[config.mk]
export PLATFORM = sky130hd
export DESIGN_NAME = iop_sequencer
export DESIGN_NICKNAME = d
export VERILOG_FILES = /design/src/rtl/pdp8i_iop_pkg.sv /design/src/rtl/iop_slot_timer.sv /design/src/rtl/iop_sequencer.sv
export SDC_FILE = /design/constraint.sdc
export NUM_CORES = 1
export LEC_CHECK = 0
export ABC_AREA = 1
export CAP_MARGIN = 30
export CORE_MARGIN = 4
export CORE_UTILIZATION = 52
export CTS_CLUSTER_SIZE = 16
export DETAILED_ROUTE_END_ITERATION = 7
export PLACE_DENSITY = 0.75
export SLEW_MARGIN = 0
export SYNTH_ARGS = -nofsm -noshare
export SYNTH_HDL_FRONTEND = slang
export SYNTH_HIERARCHICAL = 1
export SYNTH_SLANG_ARGS = --single-unit
[constraint.sdc]
create_clock -name clk -period 2.38 [get_ports clk]
set_clock_uncertainty 0.15 [all_clocks]
set_input_delay 0.595 -clock clk [delete_from_list [all_inputs] [get_ports clk]]
set_output_delay 0.595 -clock clk [all_outputs]
set_load 0.05 [all_outputs]
[src/rtl/pdp8i_iop_pkg.sv]
// Shared types and helpers for the PDP-8/I IOT pulse sequencer.
// Holds the sequencer state encoding, the slot index constants that
// address IR[9:11], and helpers for sizing the slot counter and for
// picking the next selected slot.
package pdp8i_iop_pkg;

  // Sequencer states. Each slot is followed by its dead-time gap.
  typedef enum logic [2:0] {
    IDLE = 3'd0,
    S1   = 3'd1,
    G1   = 3'd2,
    S2   = 3'd3,
    G2   = 3'd4,
    S4   = 3'd5,
    G4   = 3'd6
  } iop_state_t;

  // Bit positions of the latched IR bits that enable each pulse.
  localparam int SLOT_IOP1 = 0;  // IR11
  localparam int SLOT_IOP2 = 1;  // IR10
  localparam int SLOT_IOP4 = 2;  // IR9

  // Width of the slot counter: enough bits to hold max(pulse_w, gap_w)-1.
  // A width of 1 is the floor so a 1-cycle slot still has a real register.
  function automatic int cnt_width(input int pulse_w, input int gap_w);
    int m;
    int w;
    m = (pulse_w > gap_w) ? pulse_w : gap_w;
    w = $clog2(m);
    return (w < 1) ? 1 : w;
  endfunction

  // First slot at or after slot index 'from' whose enable bit is set.
  // Returns IDLE when no later slot is selected.
  function automatic iop_state_t first_slot(input logic [2:0] lat,
                                            input int       from);
    if ((from <= SLOT_IOP1) && lat[SLOT_IOP1]) return S1;
    if ((from <= SLOT_IOP2) && lat[SLOT_IOP2]) return S2;
    if ((from <= SLOT_IOP4) && lat[SLOT_IOP4]) return S4;
    return IDLE;
  endfunction

endpackage

[src/rtl/iop_slot_timer.sv]
// Loadable down-counter that times one IOP slot or gap.
// A load takes priority; otherwise the count decrements and holds at 0.
// o_zero flags the last cycle of the current slot or gap.
module iop_slot_timer #(
  parameter int W = 5
) (
  input  logic         clk,
  input  logic         rst,
  input  logic         i_load,
  input  logic [W-1:0] i_load_val,
  output logic         o_zero
);

  logic [W-1:0] r_count;

  // Count register: synchronous clear, load, or decrement toward zero.
  always_ff @(posedge clk) begin
    // NOTE: sequential state uses non-blocking assignments so every flop
    // samples pre-edge values; reset is synchronous, checked inside the edge.
    if (rst) begin
      r_count <= '0;
    end else if (i_load) begin
      r_count <= i_load_val;
    end else if (r_count != '0) begin
      r_count <= r_count - W'(1);
    end
  end

  assign o_zero = (r_count == '0);

endmodule

[src/rtl/iop_sequencer.sv]
// PDP-8/I IOT pulse sequencer.
// On start (sampled in IDLE) latches IR[9:11] and steps through the fixed
// slot order S1,G1,S2,G2,S4,G4. Each slot lasts PULSE_W cycles and each gap
// GAP_W cycles. iop1/iop2/iop4 are one-hot enables for the negative output
// converter channels; busy requests IO pause; done pulses for one cycle in
// the first IDLE cycle after the sequence ends.
//
// Build option: define IOP_SKIP_EMPTY_EN to skip slots (and their gaps)
// whose latched IR bit is 0. With all bits clear the sequencer never leaves
// IDLE and done pulses in the cycle after start. Without the macro, timing
// is fixed and unselected slots still take their full time.
module iop_sequencer
  import pdp8i_iop_pkg::*;
#(
  parameter int PULSE_W = 25,
  parameter int GAP_W   = 15
) (
  input  logic       clk,
  input  logic       rst,
  input  logic       start,
  input  logic [2:0] ir_bits,
  output logic       iop1,
  output logic       iop2,
  output logic       iop4,
  output logic       busy,
  output logic       done
);

  localparam int             CW      = cnt_width(PULSE_W, GAP_W);
  localparam logic [CW-1:0]  PW_LOAD = CW'(PULSE_W - 1);
  localparam logic [CW-1:0]  GW_LOAD = CW'(GAP_W - 1);

  iop_state_t    r_state;
  logic [2:0]    r_lat;
  logic          r_iop1;
  logic          r_iop2;
  logic          r_iop4;
  logic          r_busy;
  logic          r_done;

  iop_state_t    w_nxt_state;
  logic [2:0]    w_nxt_lat;
  logic          w_load;
  logic [CW-1:0] w_load_val;
  logic          w_finish;
  logic          w_zero;

  // Where the sequence goes after leaving IDLE, G1 and G2.
  iop_state_t    w_after_idle;
  iop_state_t    w_after_g1;
  iop_state_t    w_after_g2;

`ifdef IOP_SKIP_EMPTY_EN
  assign w_after_idle = first_slot(ir_bits, SLOT_IOP1);
  assign w_after_g1   = first_slot(r_lat, SLOT_IOP2);
  assign w_after_g2   = first_slot(r_lat, SLOT_IOP4);
`else
  assign w_after_idle = S1;
  assign w_after_g1   = S2;
  assign w_after_g2   = S4;
`endif

  iop_slot_timer #(
    .W (CW)
  ) u_timer (
    .clk        (clk),
    .rst        (rst),
    .i_load     (w_load),
    .i_load_val (w_load_val),
    .o_zero     (w_zero)
  );

  // Next-state decision plus counter load for the state being entered.
  always_comb begin
    // NOTE: every output of this block gets a default first, so no path
    // leaves a value unassigned and no latch is inferred.
    w_nxt_state = r_state;
    w_nxt_lat   = r_lat;
    w_load      = 1'b0;
    w_load_val  = PW_LOAD;
    w_finish    = 1'b0;

    unique case (r_state)
      IDLE: begin
        if (start) begin
          w_nxt_lat   = ir_bits;
          w_nxt_state = w_after_idle;
          if (w_after_idle == IDLE) begin
            w_finish = 1'b1;
          end else begin
            w_load = 1'b1;
          end
        end
      end
      S1: begin
        if (w_zero) begin
          w_nxt_state = G1;
          w_load      = 1'b1;
          w_load_val  = GW_LOAD;
        end
      end
      G1: begin
        if (w_zero) begin
          w_nxt_state = w_after_g1;
          if (w_after_g1 == IDLE) begin
            w_finish = 1'b1;
          end else begin
            w_load = 1'b1;
          end
        end
      end
      S2: begin
        if (w_zero) begin
          w_nxt_state = G2;
          w_load      = 1'b1;
          w_load_val  = GW_LOAD;
        end
      end
      G2: begin
        if (w_zero) begin
          w_nxt_state = w_after_g2;
          if (w_after_g2 == IDLE) begin
            w_finish = 1'b1;
          end else begin
            w_load = 1'b1;
          end
        end
      end
      S4: begin
        if (w_zero) begin
          w_nxt_state = G4;
          w_load      = 1'b1;
          w_load_val  = GW_LOAD;
        end
      end
      G4: begin
        if (w_zero) begin
          w_nxt_state = IDLE;
          w_finish    = 1'b1;
        end
      end
      default: begin
        w_nxt_state = IDLE;
      end
    endcase
  end

  // State, latched IR bits and registered outputs. Outputs are computed
  // from the state being entered so they line up with the state itself.
  always_ff @(posedge clk) begin
    if (rst) begin
      r_state <= IDLE;
      r_lat   <= 3'b000;
      r_iop1  <= 1'b0;
      r_iop2  <= 1'b0;
      r_iop4  <= 1'b0;
      r_busy  <= 1'b0;
      r_done  <= 1'b0;
    end else begin
      r_state <= w_nxt_state;
      r_lat   <= w_nxt_lat;
      r_iop1  <= (w_nxt_state == S1) && w_nxt_lat[SLOT_IOP1];
      r_iop2  <= (w_nxt_state == S2) && w_nxt_lat[SLOT_IOP2];
      r_iop4  <= (w_nxt_state == S4) && w_nxt_lat[SLOT_IOP4];
      r_busy  <= (w_nxt_state != IDLE);
      r_done  <= w_finish;
    end
  end

  assign iop1 = r_iop1;
  assign iop2 = r_iop2;
  assign iop4 = r_iop4;
  assign busy = r_busy;
  assign done = r_done;

endmodule

# Word level (Yosys, flattened, before mapping)
# Index checks and enable logic that the tools add are counted.
# W data, S select, Z words.
# op_classes
n_bitwise	1
addsub	1
eq_ne	9
muxes	17
n_reduce_logical	11
# ops
op	count
$mux W3	9
$pmux W3 S7	1
$mux W5	4
$eq A3 B3 Y1 const B	4
$eq A3 B2 Y1 const B	3
$eq A3 B1 Y1 const B	2
$logic_not A5 Y1	1
$reduce_bool A5 Y1	1
$reduce_or A5 Y1	1
$sub A5 B1 Y5 const B	1
$logic_and A1 B1 Y1	3
$logic_not A3 Y1	1
$reduce_bool A3 Y1	1
$reduce_or A3 Y1	1
$mux W1	2
$pmux W1 S2	1
$reduce_bool A2 Y1	1
$reduce_or A2 Y1	1
$not A1 Y1	1
# word_totals
word_cells	47
output_inout_bits	5
reg_bits	16
inputBits	6

# Logic depth before layout (Yosys ltp)
# logic_depth
depth_word	5
depth_mapped	13
mapped_depth_nobuf	12

# Hierarchy
# Netlist, hierarchy kept.
# modules_own_cells
module	cells_per_inst	area_each_um2	instances	seq_area_each_um2
iop_sequencer	84	566.8	1	220.2
iop_slot_timer	42	290.3	1	100.1

# Worst setup path after synthesis
# Ideal clock, no wire load.
# synth_path
path_kind	register to register
from	register u_timer.r_count[0]
to	register u_timer.r_count[0]
stages_incl_launch_ff	12
setup_slack_ns	0.565
setup_ns	0.116
arrival_ns	1.549
synth_period_minus_slack_ns	1.815
path_cell_list	dfxtp_1 inv_1 ha_1 nand3_2 clkinv_2 buf_4 o211ai_1 nand2_1 inv_2 nand4_1 o21ai_0 nor2_1
# synth_via
elab_chain_len	4
# synth_lines
item	line	text
from (decl)	iop_slot_timer.sv:14	logic [W-1:0] r_count;
from (signal assigned)	iop_slot_timer.sv:23	r_count <= i_load_val;
from (signal assigned)	iop_slot_timer.sv:25	r_count <= r_count - W'(1);
$logic_not A5 Y1 (*)	iop_slot_timer.sv:29	assign o_zero = (r_count == '0);
net w_zero	iop_sequencer.sv:46	logic w_zero;
$mux W1 (*)	iop_sequencer.sv:120	if (w_zero) begin
$pmux W1 S2 (*)	iop_sequencer.sv:83	unique case (r_state)
net w_load	iop_sequencer.sv:43	logic w_load;
$mux W5 / $reduce_bool A2 Y1 (equally long branches)	--	
# Mark *: on every way through the listed nets, which the timed path passes. The rest lies on a longest branch. The select of a mux whose other input is x is not followed.
# A chain may end at the register's enable or synchronous reset.

# Worst setup path in the final report
# layout_path
from	register r_busy (netlist: busy)
to	output busy
# layout_lines
item	line	text
from (decl)	iop_sequencer.sv:38	logic r_busy;
from (signal assigned)	iop_sequencer.sv:165	r_busy <= (w_nxt_state != IDLE);
to (decl)	iop_sequencer.sv:25	output logic busy,
# No word-level cell between the ends.

==> reports/qor.csv <==
metric;value;unit
status;finished clean;
synth_seq_area_share;37.4;%
power_density;1330;nW/µm²
rr_worst_depth;10;
vias_per_cell;4.98;
overflow;0;
p_sw;0.000640;W
final_layout_size_suffix_gt1_share;15.8;%
start_util;56.2;%
fmax;0.464;GHz
worstHoldPathType;flop to flop;
route.antenna.remaining_nets;0;
ys_warn_count;6;
cap_viol_max_count;0;
core;1520;µm²
synth_cell_types;25;
gp_congestion;0.858;
p_leak;0.497;nW
p_int;0.000690;W
clock_latency;0.29;ns
avgSynthCellArea;6.80;µm²
finalHoldWorstSlack;0.351;ns
worstReg2RegStart;u_timer/r_count[1]$_SDFFE_PP0P_;
cts_root_buf;clkbuf_4;
whs_endpoint;u_timer/r_count[4]$_SDFFE_PP0P_;
fin_crit_sh;90.6;%
cts.sinks;16;
synth_nets;133;
synthesis.area;857;µm²
rsz0062_at_grt;no;
hold_depth;2;
n_antenna_cell;0;
layout.nets;147;
cp.required;1.63;ns
track_usage;15.5;%
syn_inst;126;
power_frac_seq;31.5;%
numPortBuffers;10;
finalNonFillerCells;155;
crit_type;flop to output port;
post-route-min-period;2.16;ns
tritoncts;built;
hp-start;u_timer/r_count[4]$_SDFFE_PP0P_;
grt_pass1_wl;3.02;mm
area_growth;16.9;%
worstPathMaxFanout;1;
dp_slack;0.302;ns
numCtsBuffers;3;
combPwrFrac;54.7;%
clkTransAtPathRegs;0.10;ns
critical-path-slowest-cell;clkdlybuf4s50_1;
drt-initial-drc-count;7;
arrival;1.41;ns
grt_max_degree;11;
worst-r2r-setup-slack;0.39;ns
clockPowerShare;13.8;%
io_pins;11;
setup_viol;0;
timing.rr.end;u_timer/r_count[0]$_SDFFE_PP0P_;
fp.dieH;48.6;µm
sw_frac_of_total;48.1;%
final.setup.tns;0;ns
antenna_found_initial;0;
crit_path_start_kind;flop;
row_count;14;
post_cts_buffers;0;
drt-total-wl;1.63;mm
cp_num_buf_inv;1;
dp_cells;151;
die_w;48.6;µm
grt_pass1_vias;732;
post_drt_wl_per_cell;10.5;µm
htreeDepth;1;
synth_seq_cells;16;
cts_resized;0;
drv_slew;0;
critPathTopFamily;buffers and inverters;
first_pass_iters;4;
crit_path_end_kind;output port;
final_hold_viol_count;0;
drc;0;
ir_drop;745;µV
vias;772;
cts_max_path_buffers;2;
path_cells;clkdlybuf4s50_1;
dp_hpwl;1.25;mm
final_core_util;65.8;%
die_area;2360;µm²
fin_ws;0.223;ns
slowest_delay;0.80;ns
hold_buffers;0;
## kinds of logic (layout without fill, tap and decap cells)
family / after synthesis / count (layout) / synth area share (%)
buf+inv: 25 / 38 / 12.4
flops: 16 / 16 / 37.4
fa+ha+maj: 1 / 1 / 1.46
simple gates: 67 / 67 / 37.2
xor+xnor: 1 / 1 / 1.02
compound gates: 14 / 14 / 9.63
other cells: 2 / 2 / 0.876
## synth_stat cells, drive strengths merged
master	n	share of area (%)
nand2	35	16
inv	22	9.6
nor2	20	11
dfxtp	16	37
a21oi	7	5.0
nand3	7	6.7
o21ai	5	2.9
buf	2	2.2
conb	2	0.88
nand4	2	1.5
o211ai	2	1.8
clkinv	1	0.58
ha	1	1.5
nand3b	1	0.88
nor4	1	0.73
or2	1	0.73
xor2	1	1.0
## how the worst max path moves through the flow
stage | start | endpoint | slack (ns) | cells past startpoint
floorplan | u_timer/r_count[0]$_SDFFE_PP0P_ | u_timer/r_count[0]$_SDFFE_PP0P_ | 0.57 | 11
global placement | start | u_timer/r_count[0]$_SDFFE_PP0P_ | 0.36 | 7
detailed placement | start | u_timer/r_count[0]$_SDFFE_PP0P_ | 0.30 | 7
CTS | busy$_SDFF_PP0_ | busy | 0.21 | 1
global route | iop4$_SDFF_PP0_ | iop4 | 0.18 | 1
finish | busy$_SDFF_PP0_ | busy | 0.22 | 1
## cells in the final DEF, fill, tap and decap left out
cell type and n:
a21oi_2 2, nor2_1 16, xor2_1 1, buf_4 1
a21oi_1 5, nor4_1 1, nand2_2 3, inv_2 4
clkbuf_4 3, clkbuf_8 1, conb_1 2, o21ai_0 5
nand2_1 32, nand4_1 2, inv_1 18, o211ai_1 2
nand3_1 4, clkinv_2 1, or2_0 1, nand3b_1 1
clkdlybuf4s50_1 10, nand3_4 1, ha_1 1, nor2_4 1
nand3_2 2, nor2_2 3, dfxtp_1 16
## sequential cells by signal, indices dropped and copies added (netlist names)
signal	flops
iop2	1
iop4	1
r_state	3
done	1
busy	1
u_timer/r_count	5
r_lat	3
iop1	1
## power by group through the flow
| stage | logic, W | registers, W | clock network, W |
|---|---|---|---|
| floorplan | 0.000583 | 0.000453 | 0 |
| global placement | 0.000704 | 0.000422 | 0 |
| CTS | 0.000729 | 0.000420 | 0.000189 |
| finish | 0.000728 | 0.000419 | 0.000184 |
| global route | 0.000830 | 0.000431 | 0.000205 |
| detailed placement | 0.000725 | 0.000427 | 0 |
## area by class of cell
type                       count  area, µm²
multi-input combinational     85        430
inverter                      23       87.6
sequential                    16        320
fill                         143        522
timing repair buffer          11        108
tap                           16       20.0
clock buffer                   4       36.3
## stage by stage
| stage | area [µm²] | total power [W] |
|---|---|---|
| after floorplan | 857 | 0.00104 |
| after global placement | 966 | 0.00113 |
| after detailed placement | 966 | 0.00115 |
| after CTS | 1000 | 0.00134 |
| after global routing | 1000 | 0.00147 |
| final | 1000 | 0.00133 |
## metal layers
layer | part of all wire [%] | wire length, µm | vias to the layer above | global-route usage [%]
met5 | 0 | 0 | - | 0
met4 | 0.49 | 8 | 0 | 3.14
met3 | 4.9 | 80 | 2 | 6.13
met2 | 51 | 836 | 17 | 25.4
met1 | 43 | 699 | 343 | 19.1
li1 | - | - | 410 | -
No activity file was read; power rests on OpenSTA's default activity.
